--- config.mk ---
export PLATFORM = sky130hd
export DESIGN_NAME = ps2_scan_rx_flat
export DESIGN_NICKNAME = d
export VERILOG_FILES = /design/src/rtl/ps2_scan_rx_if.sv /design/src/rtl/ps2_scan_rx.sv /design/src/flat_wrapper.sv
export SDC_FILE = /design/constraint.sdc
export NUM_CORES = 1
export LEC_CHECK = 0
export ABC_CLOCK_PERIOD_IN_PS = 4000
export BUFFER_PORTS_ARGS = -buffer_cell sky130_fd_sc_hd__buf_2
export CAP_MARGIN = 20
export CELL_PAD_IN_SITES_DETAIL_PLACEMENT = 1
export CELL_PAD_IN_SITES_GLOBAL_PLACEMENT = 2
export CORE_ASPECT_RATIO = 0.75
export CORE_MARGIN = 3
export CORE_UTILIZATION = 50
export CTS_BUF_LIST = sky130_fd_sc_hd__clkbuf_8
export CTS_CLUSTER_SIZE = 8
export DETAILED_ROUTE_END_ITERATION = 8
export GPL_TIMING_DRIVEN = 0
export PLACE_DENSITY_LB_ADDON = 0.05
export SKIP_CTS_REPAIR_TIMING = 1
export SLEW_MARGIN = 30
export SYNTH_ARGS = -nofsm -noshare
export SYNTH_HDL_FRONTEND = slang
export SYNTH_SLANG_ARGS = --single-unit
--- constraint.sdc ---
create_clock -name clk_i -period 4 [get_ports clk_i]
set_input_delay 1.2 -clock clk_i [delete_from_list [all_inputs] [get_ports clk_i]]
set_output_delay 1.2 -clock clk_i [all_outputs]
set_load 0.01 [all_outputs]
--- src/rtl/ps2_scan_rx_if.sv ---
// Event handshake between the PS/2 receiver and the key-handling logic.
// code_o/break_o/valid_o flow to the consumer; ready_i flows back.
interface ps2_scan_rx_if;
  logic [15:0] code_o;
  logic [1:0]  break_o;
  logic        valid_o;
  logic        ready_i;

  modport master (
    output code_o,
    output break_o,
    output valid_o,
    input  ready_i
  );

  modport slave (
    input  code_o,
    input  break_o,
    input  valid_o,
    output ready_i
  );
endinterface

--- src/rtl/ps2_scan_rx.sv ---
// PS/2 keyboard receiver: sync + deglitch, frame check, E0/F0 fold, event FIFO.
// Ports: clk_i, rst_i (async low), ps2_clk_i/ps2_data_i, clr_i, evt (master),
// level_o, frame_err_o, parity_err_o, overflow_o.
module ps2_scan_rx #(
  parameter int SYNC_STAGES = 2,
  parameter int FILTER_LEN  = 4,
  parameter int TIMEOUT_CYC = 50000,
  parameter int FIFO_DEPTH  = 8
) (
  input  logic                        clk_i,
  input  logic                        rst_i,
  input  logic                        ps2_clk_i,
  input  logic                        ps2_data_i,
  input  logic                        clr_i,
  ps2_scan_rx_if.master               evt,
  output logic [$clog2(FIFO_DEPTH):0] level_o,
  output logic                        frame_err_o,
  output logic                        parity_err_o,
  output logic                        overflow_o
);

  localparam int FW = $clog2(FILTER_LEN + 1);
  localparam int TW = $clog2(TIMEOUT_CYC + 1);
  localparam int AW = $clog2(FIFO_DEPTH);

  // Synchronisers idle high so reset never creates a fake edge.
  logic [SYNC_STAGES-1:0] ck_sync;
  logic [SYNC_STAGES-1:0] dt_sync;
  logic                   ck_s;
  logic                   dt_s;

  always_ff @(posedge clk_i or negedge rst_i) begin
    if (!rst_i) begin
      ck_sync <= '1;
      dt_sync <= '1;
    end else begin
      ck_sync <= {ck_sync[SYNC_STAGES-2:0], ps2_clk_i};
      dt_sync <= {dt_sync[SYNC_STAGES-2:0], ps2_data_i};
    end
  end

  assign ck_s = ck_sync[SYNC_STAGES-1];
  assign dt_s = dt_sync[SYNC_STAGES-1];

  // Level follows the synced clock only after FILTER_LEN
  // consecutive differing samples; data is latched with the fall.
  logic [FW-1:0] flt_cnt;
  logic          ck_flt;
  logic          fall;
  logic          fall_dat;

  always_ff @(posedge clk_i or negedge rst_i) begin
    if (!rst_i) begin
      flt_cnt  <= '0;
      ck_flt   <= 1'b1;
      fall     <= 1'b0;
      fall_dat <= 1'b0;
    end else begin
      fall <= 1'b0;
      if (ck_s == ck_flt) begin
        flt_cnt <= '0;
      end else if (flt_cnt == FW'(FILTER_LEN - 1)) begin
        flt_cnt  <= '0;
        ck_flt   <= ck_s;
        fall     <= ~ck_s;
        fall_dat <= dt_s;
      end else begin
        flt_cnt <= flt_cnt + 1'b1;
      end
    end
  end

  typedef enum logic [1:0] {
    S_IDLE,
    S_DATA,
    S_PAR,
    S_STOP
  } st_t;

  st_t           st;
  logic [2:0]    bit_cnt;
  logic [7:0]    shreg;
  logic          par;
  logic [TW-1:0] to_cnt;
  logic          byte_vld;

  // shreg stays stable in IDLE, so the decoder reads it
  // in the cycle after byte_vld is raised.
  always_ff @(posedge clk_i or negedge rst_i) begin
    if (!rst_i) begin
      st           <= S_IDLE;
      bit_cnt      <= '0;
      shreg        <= '0;
      par          <= 1'b0;
      to_cnt       <= '0;
      byte_vld     <= 1'b0;
      frame_err_o  <= 1'b0;
      parity_err_o <= 1'b0;
    end else begin
      byte_vld     <= 1'b0;
      frame_err_o  <= 1'b0;
      parity_err_o <= 1'b0;
      if (clr_i) begin
        st     <= S_IDLE;
        to_cnt <= '0;
      end else if (fall) begin
        to_cnt <= '0;
        unique case (st)
          S_IDLE: begin
            if (fall_dat) begin
              frame_err_o <= 1'b1;
            end else begin
              st      <= S_DATA;
              bit_cnt <= '0;
            end
          end
          S_DATA: begin
            shreg   <= {fall_dat, shreg[7:1]};
            bit_cnt <= bit_cnt + 1'b1;
            if (bit_cnt == 3'd7) st <= S_PAR;
          end
          S_PAR: begin
            par <= fall_dat;
            st  <= S_STOP;
          end
          S_STOP: begin
            st <= S_IDLE;
            if (!fall_dat) begin
              frame_err_o <= 1'b1;
            end else if (!(^{shreg, par})) begin
              parity_err_o <= 1'b1;
            end else begin
              byte_vld <= 1'b1;
            end
          end
          default: st <= S_IDLE;
        endcase
      end else if (st != S_IDLE) begin
        if (to_cnt == TW'(TIMEOUT_CYC - 1)) begin
          frame_err_o <= 1'b1;
          st          <= S_IDLE;
          to_cnt      <= '0;
        end else begin
          to_cnt <= to_cnt + 1'b1;
        end
      end
    end
  end

  // Prefix folding; errors are raised only when byte_vld is low,
  // so kill and the byte terms never overlap.
  logic        ext;
  logic        brk;
  logic        kill;
  logic        hit_e0;
  logic        hit_f0;
  logic        emit;
  logic [17:0] emit_ent;

  always_comb begin
    kill     = clr_i | frame_err_o | parity_err_o;
    hit_e0   = 1'b0;
    hit_f0   = 1'b0;
    emit     = 1'b0;
    emit_ent = {(ext ? 8'hE0 : 8'h00), shreg, (brk ? 2'b01 : 2'b10)};
    if (byte_vld && !kill) begin
      hit_e0 = (shreg == 8'hE0);
      hit_f0 = (shreg == 8'hF0);
      emit   = !hit_e0 && !hit_f0;
    end
  end

  always_ff @(posedge clk_i or negedge rst_i) begin
    if (!rst_i) begin
      ext <= 1'b0;
      brk <= 1'b0;
    end else begin
      unique case (1'b1)
        kill: begin
          ext <= 1'b0;
          brk <= 1'b0;
        end
        hit_e0: ext <= 1'b1;
        hit_f0: brk <= 1'b1;
        emit: begin
          ext <= 1'b0;
          brk <= 1'b0;
        end
        default: ;
      endcase
    end
  end

  // Show-ahead FIFO of {code, break} entries.
  logic [17:0] mem [FIFO_DEPTH];
  logic [AW-1:0] wp;
  logic [AW-1:0] rp;
  logic [AW:0]   cnt;
  logic          full;
  logic          push;
  logic          pop;
  logic          wr_en;

  assign full  = (cnt == (AW+1)'(FIFO_DEPTH));
  assign push  = emit;
  assign pop   = evt.valid_o & evt.ready_i & ~clr_i;
  // On full, a same-cycle pop frees the slot being written.
  assign wr_en = push & (~full | pop);

  always_ff @(posedge clk_i) begin
    if (wr_en) mem[wp] <= emit_ent;
  end

  always_ff @(posedge clk_i or negedge rst_i) begin
    if (!rst_i) begin
      wp         <= '0;
      rp         <= '0;
      cnt        <= '0;
      overflow_o <= 1'b0;
    end else if (clr_i) begin
      wp         <= '0;
      rp         <= '0;
      cnt        <= '0;
      overflow_o <= 1'b0;
    end else begin
      if (wr_en) wp <= wp + 1'b1;
      if (pop) rp <= rp + 1'b1;
      if (push && full && !pop) overflow_o <= 1'b1;
      unique case ({wr_en, pop})
        2'b10:   cnt <= cnt + 1'b1;
        2'b01:   cnt <= cnt - 1'b1;
        default: ;
      endcase
    end
  end

  assign evt.valid_o = (cnt != '0);
  assign evt.code_o  = evt.valid_o ? mem[rp][17:2] : 16'h0000;
  assign evt.break_o = evt.valid_o ? mem[rp][1:0] : 2'b00;
  assign level_o     = cnt;

endmodule

--- src/flat_wrapper.sv ---
// flat-port wrapper written by rule: the top's interface ports become plain ports
module ps2_scan_rx_flat 
#(
  parameter int SYNC_STAGES = 2,
  parameter int FILTER_LEN  = 4,
  parameter int TIMEOUT_CYC = 50000,
  parameter int FIFO_DEPTH  = 8
)
  (clk_i, rst_i, ps2_clk_i, ps2_data_i, clr_i, level_o, frame_err_o, parity_err_o, overflow_o, evt_code_o, evt_break_o, evt_valid_o, evt_ready_i);
  ps2_scan_rx_if evt_i ();
  input  logic clk_i;
  input  logic rst_i;
  input  logic ps2_clk_i;
  input  logic ps2_data_i;
  input  logic clr_i;
  output logic [$clog2(FIFO_DEPTH):0] level_o;
  output logic frame_err_o;
  output logic parity_err_o;
  output logic overflow_o;
  output wire logic [$bits(evt_i.code_o)-1:0] evt_code_o;
  output wire logic [$bits(evt_i.break_o)-1:0] evt_break_o;
  output wire logic [$bits(evt_i.valid_o)-1:0] evt_valid_o;
  input wire logic [$bits(evt_i.ready_i)-1:0] evt_ready_i;
  assign evt_code_o = evt_i.code_o;
  assign evt_break_o = evt_i.break_o;
  assign evt_valid_o = evt_i.valid_o;
  assign evt_i.ready_i = evt_ready_i;
  ps2_scan_rx #(.SYNC_STAGES(SYNC_STAGES), .FILTER_LEN(FILTER_LEN), .TIMEOUT_CYC(TIMEOUT_CYC), .FIFO_DEPTH(FIFO_DEPTH)) u_core (.clk_i(clk_i), .rst_i(rst_i), .ps2_clk_i(ps2_clk_i), .ps2_data_i(ps2_data_i), .clr_i(clr_i), .evt(evt_i), .level_o(level_o), .frame_err_o(frame_err_o), .parity_err_o(parity_err_o), .overflow_o(overflow_o));
endmodule
# == Yosys cells after proc, flatten, opt, wreduce, memory -nomap -nowiden ==
# Memory sizes are Yosys's and may differ from the RTL's.
# Cells that the tools add are included.
# word_totals
regBits,56
memories,1
word_cells,133
mem_bits_rw,144
output_inout_bits,26
inputBits,6
# mem_list
memory,depth,width,rd,rd_ports_with_merged_regs,write_ports,line_no,text
u_core.mem,8,18,1,0,1,ps2_scan_rx.sv:195,logic [17:0] mem [FIFO_DEPTH];
# op_classes
n_eq_ne,15
n_addsub,7
bitwise,10
n_mux,53
reduce_logical,27
# ops
operator,count
16-bit 2-to-1 mux,5
1-bit 2-to-1 mux,25
3-bit 2-to-1 mux,7
16-bit by 1-bit adder with 16-bit output (second input constant),1
16-bit == test (second input constant),1
8-bit == test (second input constant),2
2-bit 2-to-1 mux,8
2-bit nonzero test,7
3-bit by 1-bit adder with 3-bit output (second input constant),4
3-bit nonzero test,3
9-bit XOR reduction,1
8-bit 2-to-1 mux,1
4-bit != test (second input constant),2
2-bit case mux with 4 select lines,1
4-bit case mux with 2 select lines,1
4-bit AND reduction,2
2-bit == test (second input constant),3
1-bit case mux with 2 select lines,3
3-bit case mux with 2 select lines,1
3-bit AND reduction,2
4-bit by 1-bit adder with 4-bit output (second input constant),1
2-bit by 1-bit == test with 1-bit output (second input constant),2
4-bit == test (second input constant),1
1-bit logical AND,4
other kinds (14),24

# == Longest topological paths before layout ==
# Gate-level depths: netlist of run 1.
# depth
depth_word,9
depth_mapped,9
depth_no_buf,8

# == Worst setup path before layout of run 1 ==
# Ideal clock, no wire load.
# synth_path
kind,input to register
startpoint,in clr_i
endpoint,"mem u_core.mem[0][0], enable pin"
t_required_ps,3607
path_slack_ps,644
arrival_ps,2963
n_path_buf,0
setup_time_ps,393
path_stages,4
path_cell_list,nor3_1 o211ai_1 or3_1 nor3_1
# synth_between
elab_chain_cells,8
elab_cells_between_ends,11
classes_between,mux: 3; bitwise: 6; reduce/logical: 2
# synth_rtl
item,line_no,text
from (decl),flat_wrapper.sv:15,input logic clr_i;
1-bit bitwise OR (2 in series),ps2_scan_rx.sv:161,kill = clr_i | frame_err_o | parity_err_o;
1-bit zero test,ps2_scan_rx.sv:166,if (byte_vld && !kill) begin
1-bit logical AND,ps2_scan_rx.sv:166,
1-bit 2-to-1 mux,ps2_scan_rx.sv:166,
1-bit bitwise AND (*),ps2_scan_rx.sv:208,assign wr_en = push & (~full | pop);
1-bit 2-to-1 mux (*),ps2_scan_rx.sv:211,if (wr_en) mem[wp] <= emit_ent;
1-bit 2-to-1 mux (implied by the code) (*),ps2_scan_rx.sv:211,
to (decl),ps2_scan_rx.sv:195,
# Every way passes the cells marked *; elsewhere a longest branch is shown, timed or not.

# == Worst setup path in the final report of run 1 ==
# layout_path
startpoint,reg u_core.rp[0]
endpoint,out evt_code_o[15]
# layout_between
elab_chain_cells,2
# layout_rtl
item,line_no,text
from (decl),ps2_scan_rx.sv:197,logic [AW-1:0] rp;
from (signal assigned),ps2_scan_rx.sv:227,if (pop) rp <= rp + 1'b1;
memory read 8 x 18 bit,n/a,
16-bit 2-to-1 mux,ps2_scan_rx.sv:238,assign evt.code_o = evt.valid_o ? mem[rp][17:2] : 16'h0000;
to (decl),flat_wrapper.sv:20,output wire logic [$bits(evt_i.code_o)-1:0] evt_code_o;
# Every way passes these cells.

==> results.sh, run 1 <==
export IMPL_worst_path_max_fanout=10
export IMPL_synthTopCellsByArea="edfxtp_1, dfrtp_1, mux4_2"
export IMPL_hold_class="reg -> reg"
export IMPL_final_max_slew_viol_count=0
export IMPL_vias=3793
export IMPL_finalHoldViolCount=0
export IMPL_setup_violations=0
export IMPL_rsz0062_at_grt="no"
export IMPL_yosysMostFrequentCell="edfxtp_1"
export IMPL_synth_edf_count=88
export IMPL_status="finished clean"
export IMPL_cap_viol_max_count=0
export IMPL_hold_depth=0
export IMPL_grt_total_usage_pct=21.2
export IMPL_slew_limit_headroom_pct=42.2
export IMPL_die_w_um=136
export IMPL_synth_simple_area_share_pct=10.3
export IMPL_pre_cts_slack_ns=0.276
export IMPL_core_um2=12000
export IMPL_routed_wl_um=13800
export IMPL_min_from="u_core.dt_sync[0]"
export IMPL_leakage_nw=2.67
export IMPL_synth_flop_cell="edfxtp_1"
export IMPL_grt_max_degree=57
export IMPL_critPathKind="reg -> out"
export IMPL_yosysSeqAreaShare_pct=64.1
export IMPL_post_drt_wl_per_cell_um=20.8
export IMPL_die_y_um=103
export IMPL_period_share_pct=93.9
export IMPL_antennaDiodeCount=0
export IMPL_synth_cells=436
export IMPL_finalNetCount=506
export IMPL_synth_commonest_cells="edfxtp_1, dfrtp_1, nor2_1"
export IMPL_r2r_cells=9
export IMPL_synthArstFlopShare_pct=38.9
export IMPL_worst_pin_slew_ns=0.867
export IMPL_final_cell_area_um2=7110
export IMPL_r2r_start="u_core.shreg[0]"
export IMPL_htree_levels=4
export IMPL_insertion_delay_ns=0.44
export IMPL_cts_sinks=144
export IMPL_fin_worst_skew_ns=0.0151
export IMPL_p_per_area_nw_per_um2=441
export IMPL_irDropWorstVdd_v=0.000230
export IMPL_fin_ws_ns=0.243
export IMPL_startpoint="u_core.rp[0]"
export IMPL_synth_top_area_share_pct=41.8
export IMPL_portBuffers=26
export IMPL_clockBufferDepth=2
export IMPL_cts_buffers=17
export IMPL_gp_congestion=0.767
export IMPL_drc_errors=0
export IMPL_synth_fa_ha_area_share_pct=2.69
export IMPL_synth_xor_area_share_pct=2.71
export IMPL_final_min_clock_period_ns=3.76
export IMPL_netlist_area_um2=6320
export IMPL_pin_count=32
export IMPL_antenna_left=0
export IMPL_grt_pass1_wl_um=22200
export IMPL_first_iter_violations=187
export IMPL_ys_ff_latch=144
export IMPL_pwr_share_clk_pct=34.7
export IMPL_p_total_mw=3.13
export IMPL_muxShareOfSynthArea_pct=12.5
export IMPL_startpoint_type="flop"
export IMPL_swShare_pct=28.9
export IMPL_clk_transition_reported_paths_ns=0.09
export IMPL_start_util_pct=52.9
export IMPL_vias_per_cell=5.73
export IMPL_cp_arrival_ns=2.56
export IMPL_rows=34
export IMPL_avgSynthCellArea_um2=14.5
export IMPL_p_seq_share_pct=52.7
export IMPL_p_int_mw=2.23
export IMPL_yosys_cell_types_count=56
export IMPL_crit_required_ns=2.80
export IMPL_power_frac_comb_pct=12.6
export IMPL_synthToLayoutAreaGrowth_pct=12.5
export IMPL_dpl_cell_area_um2=6710
export IMPL_dp_hpwl_um=9430
export IMPL_grt_overflow_total=0
export IMPL_dieArea_um2=14000
export IMPL_p_sw_mw=0.907
export IMPL_first_pass_iters=4
export IMPL_clock_fmax_ghz=0.266
export IMPL_critPathCaptureType="output pin"
export IMPL_ys_warn_count=0
export IMPL_whs_ns=0.355
export IMPL_drive_gt1_share_pct=25.4
export IMPL_cts_tree="yes"
export IMPL_cts_root_buf="clkbuf_8"
export IMPL_antenna_found_initial=0
export IMPL_grt_pass1_vias=4044
export IMPL_synth_compound_area_share_pct=5.05
export IMPL_synth_area_leader_cell="edfxtp_1"
export IMPL_synth_top_family_by_area="multiplexers"
-- cells in the final DEF, fill, tap and decap left out, types with 12 or more instances in the layout --
cell type / synthesis / final
nand3_1: 13 / 13
edfxtp_1: 88 / 88
nor2_1: 38 / 32
clkbuf_8: 0 / 17
dfrtp_1: 51 / 51
mux2i_1: 16 / 16
mux2_2: 12 / 12
buf_2: 2 / 25
mux4_2: 22 / 22
a21oi_1: 15 / 15
nand2_1: 21 / 21
ha_1: 12 / 12
inv_1: 12 / 12
xnor2_1: 14 / 14
-- kinds of logic after synthesis --
logic type      Yosys count
compound gates           48
flops                   144
other cells               1
buf+inv                  35
xor+xnor                 18
fa+ha+maj                13
simple gates            127
mux                      50
-- routing by layer --
layer / share of wire (%) / global-route usage (%) / wire [um] / up-vias
li1: - / - / - / 1738
met1: 46 / 30.5 / 6360 / 1965
met2: 48 / 34.0 / 6650 / 85
met3: 5.0 / 4.74 / 690 / 5
met4: 0.54 / 4.65 / 74 / 0
met5: 0 / 0 / 0 / -
-- flip-flops by register name (all words and copies together) (netlist names), 2 cells and up --
register / flops
u_core.to_cnt: 16
u_core.ck_sync: 2
u_core.mem: 88
u_core.wp: 3
u_core.dt_sync: 2
u_core.flt_cnt: 3
u_core.rp: 3
u_core.shreg: 8
u_core.level_o: 4
u_core.bit_cnt: 3
u_core.st: 2
-- worst max-delay path: stages, from the launching register on --
cell	delay, ns
dfrtp_1	0.36
clkbuf_1	0.32
clkbuf_4	0.39
mux4_2	0.55
mux2i_1	0.14
nor2_1	0.08
buf_4	0.16
buf_2	0.13
-- metrics by stage --
| stage | cells | setup TNS [ns] | util [%] |
|---|---|---|---|
| floorplan | 440 | 0 | - |
| global placement | 628 | -8.24 | 55.8 |
| detailed placement | 630 | 0 | 56.1 |
| CTS | 662 | -0.378 | 59.3 |
| global route | 662 | 0 | 59.5 |
| finish | 662 | 0 | 59.5 |
-- power groups by stage --
stage | clock network [mW] | registers [mW] | logic, mW
6_report | 1.09 | 1.65 | 0.395
5_1_grt | 1.18 | 1.66 | 0.447
4_1_cts | 1.11 | 1.65 | 0.394
3_5_place_dp | 0 | 1.68 | 0.393
3_3_place_gp | 0 | 1.68 | 0.380
2_1_floorplan | 0 | 1.67 | 0.267
-- worst paths after layout --
path / end / slack [ns]
setup / recovery: evt_code_o[15] / 0.24
min in group asynchronous: u_core.flt_cnt[1] / 0.81
hold / removal: u_core.dt_sync[1] / 0.36
max in group asynchronous: u_core.ext / 2.70
hold reg to reg: u_core.dt_sync[1] / 0.36
setup reg to reg: u_core.level_o[3] / 0.82
-- area by class of cell --
class | count | area, um2
Inverter | 12 | 45.0
Clock inverter | 15 | 140
Sequential cell | 144 | 4050
Multi-Input combinational cell | 261 | 2170
Fill cell | 1159 | 4840
Tap cell | 162 | 203
Clock buffer | 17 | 234
Timing Repair Buffer | 28 | 148
Buffer | 23 | 123
No activity file was read; power rests on OpenSTA's default activity.
==> run 2: changes to the inputs <==
--- a/config.mk
+++ b/config.mk
@@ -5,6 +5,7 @@
 export SDC_FILE = /design/constraint.sdc
 export NUM_CORES = 1
 export LEC_CHECK = 0
+export ABC_AREA = 1
 export ABC_CLOCK_PERIOD_IN_PS = 4000
 export BUFFER_PORTS_ARGS = -buffer_cell sky130_fd_sc_hd__buf_2
 export CAP_MARGIN = 20
@@ -12,7 +13,7 @@
 export CELL_PAD_IN_SITES_GLOBAL_PLACEMENT = 2
 export CORE_ASPECT_RATIO = 0.75
 export CORE_MARGIN = 3
-export CORE_UTILIZATION = 50
+export CORE_UTILIZATION = 45
 export CTS_BUF_LIST = sky130_fd_sc_hd__clkbuf_8
 export CTS_CLUSTER_SIZE = 8
 export DETAILED_ROUTE_END_ITERATION = 8
==> results.sh, run 2 <==
export IMPL_slew_limit_headroom_pct=47.2
export IMPL_synth_cells=623
export IMPL_antenna_left=0
export IMPL_cts_buffers=17
export IMPL_fill_cells=1561
export IMPL_irDropWorstVdd_v=0.000301
export IMPL_synth_simple_area_share_pct=17.0
export IMPL_synthArstFlopShare_pct=38.9
export IMPL_synth_compound_area_share_pct=10.9
export IMPL_period_share_pct=92.3
export IMPL_hold_class="reg -> reg"
export IMPL_clockBufferDepth=2
export IMPL_ys_ff_latch=144
export IMPL_leakage_nw=2.74
export IMPL_power_frac_comb_pct=24.8
export IMPL_rsz0062_at_grt="no"
export IMPL_startpoint_type="flop"
export IMPL_p_sw_mw=1.26
export IMPL_yosys_cell_types_count=38
export IMPL_swShare_pct=32.6
export IMPL_largest_register_ffs=88
export IMPL_synthTopCellsByArea="edfxtp_1, dfrtp_1, nor2_1"
export IMPL_pin_count=32
export IMPL_finalNetCount=691
export IMPL_synth_commonest_cells="nor2_1, edfxtp_1, nand2_1"
export IMPL_htree_levels=4
export IMPL_synth_flop_cell="edfxtp_1"
export IMPL_worst_path_max_fanout=10
export IMPL_synth_fa_ha_area_share_pct=2.64
export IMPL_grt_max_degree=57
export IMPL_avgSynthCellArea_um2=10.3
export IMPL_core_um2=13800
export IMPL_critPathCaptureType="output pin"
export IMPL_post_drt_wl_per_cell_um=18.8
export IMPL_cts_root_buf="clkbuf_8"
export IMPL_ys_warn_count=0
export IMPL_antennaDiodeCount=0
export IMPL_synthToLayoutAreaGrowth_pct=12.4
export IMPL_synth_xor_area_share_pct=1.09
export IMPL_register_area_um2=4050
export IMPL_worst_pin_slew_ns=0.792
export IMPL_die_w_um=144
export IMPL_final_min_clock_period_ns=3.69
export IMPL_insertion_delay_ns=0.44
export IMPL_muxShareOfSynthArea_pct=0
export IMPL_clk_transition_reported_paths_ns=0.07
export IMPL_grt_met3_usage_pct=4.61
export IMPL_reg_largest_list="u_core.mem x88, u_core.to_cnt x16, u_core.shreg x8"
export IMPL_final_cell_area_um2=7230
export IMPL_cp_arrival_ns=2.49
export IMPL_pwr_share_clk_pct=31.5
export IMPL_yosysSeqAreaShare_pct=62.9
export IMPL_clock_fmax_ghz=0.271
export IMPL_cts_tree="yes"
export IMPL_rows=37
export IMPL_grtUsageMet1_pct=33.3
export IMPL_p_int_mw=2.61
export IMPL_first_pass_iters=4
export IMPL_die_y_um=110
export IMPL_dieArea_um2=15800
export IMPL_cts_sinks=144
export IMPL_grt_overflow_total=0
export IMPL_layout_common_cells="nor2_1, edfxtp_1, nand2_1"
export IMPL_crit_required_ns=2.80
export IMPL_synth_top_area_share_pct=41.1
export IMPL_dpl_cell_area_um2=6820
export IMPL_drive_gt1_share_pct=14.9
export IMPL_grt_pass1_vias=4813
export IMPL_synth_top_family_by_area="simple AND/OR/NAND/NOR gates"
export IMPL_cap_viol_max_count=0
export IMPL_p_seq_share_pct=43.7
export IMPL_vias=4691
export IMPL_finalHoldViolCount=0
export IMPL_routed_wl_um=16200
export IMPL_dp_hpwl_um=11500
export IMPL_setup_violations=0
export IMPL_synth_edf_count=88
export IMPL_start_util_pct=46.5
export IMPL_grt_total_usage_pct=22.1
export IMPL_tns_ns=0
export IMPL_multi_input_area_um2=2070
export IMPL_final_max_slew_viol_count=0
export IMPL_pre_cts_slack_ns=0.687
export IMPL_vias_per_cell=5.45
export IMPL_p_per_area_nw_per_um2=535
export IMPL_drc_errors=0
export IMPL_gp_congestion=0.812
export IMPL_top_register="u_core.mem"
export IMPL_fin_worst_skew_ns=0.00946
export IMPL_yosysMostFrequentCell="nor2_1"
export IMPL_synth_area_leader_cell="edfxtp_1"
export IMPL_status="finished clean"
export IMPL_grt_busiest_layer="met1"
export IMPL_fin_ws_ns=0.308
export IMPL_met2_usage_pct=32.6
export IMPL_portBuffers=26
export IMPL_first_iter_violations=341
export IMPL_antenna_found_initial=0
export IMPL_critPathKind="reg -> out"
export IMPL_netlist_area_um2=6440
export IMPL_p_total_mw=3.87
export IMPL_final_common_cell="nor2_1"
export IMPL_grt_pass1_wl_um=26100
## run 2: cell count changes in the layout (fill, tap and decap cells not counted), sizes merged, moves of 10 or more
cell   delta
nand2    +66
xnor2    -10
nor2     +73
inv      +38
mux4     -22
o22ai    +12
a31oi    +12
o21ai    +72
mux2     -12
nand3    +11
mux2i    -16
## run 2: layer usage
metal  wire (um)  up-vias
met5           0        -
met4         111        0
met3         538        7
met2        7240       77
met1        8290     2381
li1            -     2226
## run 2: worst paths after layout
check / from / end / slack (ns) / depth (start not counted)
setup / recovery: u_core.rp[1] / evt_code_o[14] / 0.31 / 8
max in group asynchronous: rst_i / u_core.bit_cnt[0] / 2.68 / 1
hold reg to reg: u_core.dt_sync[0] / u_core.dt_sync[1] / 0.36 / 0
hold / removal: u_core.dt_sync[0] / u_core.dt_sync[1] / 0.36 / 0
min in group asynchronous: rst_i / u_core.level_o[0] / 0.81 / 1
setup reg to reg: u_core.shreg[5] / u_core.level_o[3] / 1.32 / 15
## run 2: kinds of logic after synthesis
logic type                 count (synthesis)
AOI/OAI and AO/OA                        129
xor gates and xnor gates                   8
adders and majority gates                 13
buffers and inverters                     82
DFF                                      144
other                                      1
and+or+nand+nor                          246
## run 2: final cells by class
class | count | share of cell area (%)
repair buffers | 26 | 1.83
clock inverters | 15 | 2.46
clock buffers | 17 | 3.23
plain buffers | 26 | 1.85
inverters | 56 | 2.94
flip-flops and latches | 144 | 56.0
multi-input cells | 401 | 28.7
well taps | 175 | 3.03
## run 2: through the flow
step	cells	hold slack, ns	utilization [%]
6_report	860	0.357	52.3
5_1_grt	860	0.368	52.3
4_1_cts	860	0.360	52.3
3_5_place_dp	828	0.348	49.3
3_3_place_gp	828	0.346	49.1
2_1_floorplan	627	0.345	-
## run 2: power by group through the flow
stage	clock network [mW]	logic, mW	registers, mW
6_report	1.22	0.961	1.69
5_1_grt	1.32	1.07	1.70
4_1_cts	1.25	0.969	1.69
3_5_place_dp	0	0.962	1.72
3_3_place_gp	0	0.921	1.72
2_1_floorplan	0	0.576	1.71
## run 2: critical path: stages (launching register included)
cell,delay (ns)
dfrtp_1,0.44
inv_1,0.16
clkbuf_1,0.45
o21ai_0,0.18
o22ai_1,0.13
o21ai_0,0.11
a31oi_1,0.29
buf_4,0.16
buf_2,0.12
==> run 3: changes to the inputs <==
--- a/config.mk
+++ b/config.mk
@@ -18,7 +18,8 @@
 export CTS_CLUSTER_SIZE = 8
 export DETAILED_ROUTE_END_ITERATION = 8
 export GPL_TIMING_DRIVEN = 0
-export PLACE_DENSITY_LB_ADDON = 0.05
+export MAX_ROUTING_LAYER = met4
+export PLACE_DENSITY = 0.92
 export SKIP_CTS_REPAIR_TIMING = 1
 export SLEW_MARGIN = 30
 export SYNTH_ARGS = -nofsm -noshare
==> results.sh, run 3 (synthesis results as in run 2) <==
export IMPL_cp_arrival_ns=2.53
export IMPL_grt_pass1_vias=4975
export IMPL_top_register="u_core.mem"
export IMPL_slew_limit_headroom_pct=48.5
export IMPL_grt_max_degree=57
export IMPL_hold_path_end="u_core.ck_sync[1]"
export IMPL_grt_total_usage_pct=22.9
export IMPL_status="finished clean"
export IMPL_vias=4741
export IMPL_rows=37
export IMPL_p_per_area_nw_per_um2=529
export IMPL_portBuffers=26
export IMPL_crit_slowest_cell="dfrtp_1"
export IMPL_start_util_pct=46.5
export IMPL_first_pass_iters=5
export IMPL_grt_pass1_wl_um=26300
export IMPL_first_iter_violations=297
export IMPL_layout_common_cells="nor2_1, edfxtp_1, nand2_1"
export IMPL_r2r_cells=15
export IMPL_pre_cts_slack_ns=0.441
export IMPL_cp_top_family="buffers and inverters"
export IMPL_crit_required_ns=2.80
export IMPL_finalHoldViolCount=0
export IMPL_dieArea_um2=15800
export IMPL_slowest_delay_ns=0.45
export IMPL_antennaDiodeCount=0
export IMPL_setup_violations=0
export IMPL_crit_buf_inv=4
export IMPL_dp_hpwl_um=11800
export IMPL_final_common_cell="nor2_1"
export IMPL_finalNetCount=691
export IMPL_gp_congestion=0.891
export IMPL_fill_cells=1541
export IMPL_critical_path_most_common_cell="o21ai_0"
export IMPL_clock_fmax_ghz=0.268
export IMPL_r2r_setup_slack_ns=1.39
export IMPL_worstPathCellList="inv_1, clkbuf_1, o21ai_0, o22ai_1, o21ai_0, a31oi_1, buf_4, buf_2"
export IMPL_tns_ns=0
export IMPL_multi_input_area_um2=2070
export IMPL_cts_root_buf="clkbuf_8"
export IMPL_pin_count=32
export IMPL_antenna_left=0
export IMPL_core_um2=13800
export IMPL_vias_per_cell=5.51
export IMPL_fin_worst_skew_ns=0.0134
export IMPL_reg_largest_list="u_core.mem x88, u_core.to_cnt x16, u_core.shreg x8"
export IMPL_final_max_slew_viol_count=0
export IMPL_leakage_nw=2.73
export IMPL_worst_pin_slew_ns=0.772
export IMPL_register_area_um2=4050
export IMPL_cts_tree="yes"
export IMPL_r2r_end="u_core.level_o[3]"
export IMPL_cts_sinks=144
export IMPL_startpoint_type="flop"
export IMPL_hold_depth=0
export IMPL_post_drt_wl_per_cell_um=18.9
export IMPL_fin_ws_ns=0.273
export IMPL_die_y_um=110
export IMPL_die_w_um=144
export IMPL_cap_viol_max_count=0
export IMPL_worst_path_max_fanout=10
export IMPL_final_min_clock_period_ns=3.73
export IMPL_routed_wl_um=16200
export IMPL_htree_levels=4
export IMPL_rsz0062_at_grt="no"
export IMPL_irDropWorstVdd_v=0.000293
export IMPL_hold_class="reg -> reg"
export IMPL_p_total_mw=3.83
export IMPL_critPathKind="reg -> out"
export IMPL_synthToLayoutAreaGrowth_pct=12.3
export IMPL_critPathCaptureType="output pin"
export IMPL_cts_buffers=17
export IMPL_r2r_start="u_core.shreg[5]"
export IMPL_largest_register_ffs=88
export IMPL_min_from="u_core.ck_sync[0]"
export IMPL_clockBufferDepth=2
export IMPL_drc_errors=0
export IMPL_grt_overflow_total=0
export IMPL_drive_gt1_share_pct=15.0
export IMPL_insertion_delay_ns=0.45
export IMPL_clk_transition_reported_paths_ns=0.08
export IMPL_antenna_found_initial=0
export IMPL_period_share_pct=93.2
## run 3: how the worst max path moves through the flow
stage                      startpoint  cells past startpoint          endpoint
finish                   u_core.rp[1]                      8    evt_code_o[14]
floorplan           u_core.level_o[0]                      6    evt_code_o[14]
global route             u_core.rp[1]                      8    evt_code_o[14]
detailed placement              clr_i                      8  u_core.mem[5][8]
global placement                clr_i                      8  u_core.mem[7][8]
CTS                      u_core.rp[1]                      8    evt_code_o[14]
## run 3: power by group
group | internal, mW | switching [mW] | leakage [nW]
sequential | 1.63 | 0.0611 | 1.31
combinational | 0.310 | 0.633 | 1.21
clock | 0.639 | 0.554 | 0.209
## run 3: cell type report
class	count	area share, %
sequential	144	56.0
buffer	26	1.85
timing repair buffer	26	1.83
clock buffer	19	3.62
inverter	56	2.94
multi-input combinational	401	28.7
clock inverter	13	2.02
tap	175	3.03
## run 3: stage by stage
| step | cells | utilization, % | hold WS, ns | instance area (um2) |
|---|---|---|---|---|
| after floorplan | 627 | - | 0.345 | 6450 |
| after global placement | 828 | 49.1 | 0.346 | 6800 |
| after detailed placement | 828 | 49.3 | 0.347 | 6820 |
| after CTS | 860 | 52.2 | 0.358 | 7230 |
| after global routing | 860 | 52.2 | 0.361 | 7230 |
| final | 860 | 52.2 | 0.357 | 7230 |
## run 3: routing by layer
metal / vias to the layer above / wire length (um) / global-route usage [%]
met4: 0 / 167 / 6.12
met5: - / 0 / -
li1: 2232 / - / -
met3: 16 / 850 / 5.96
met1: 2372 / 7740 / 31.5
met2: 121 / 7480 / 34.2
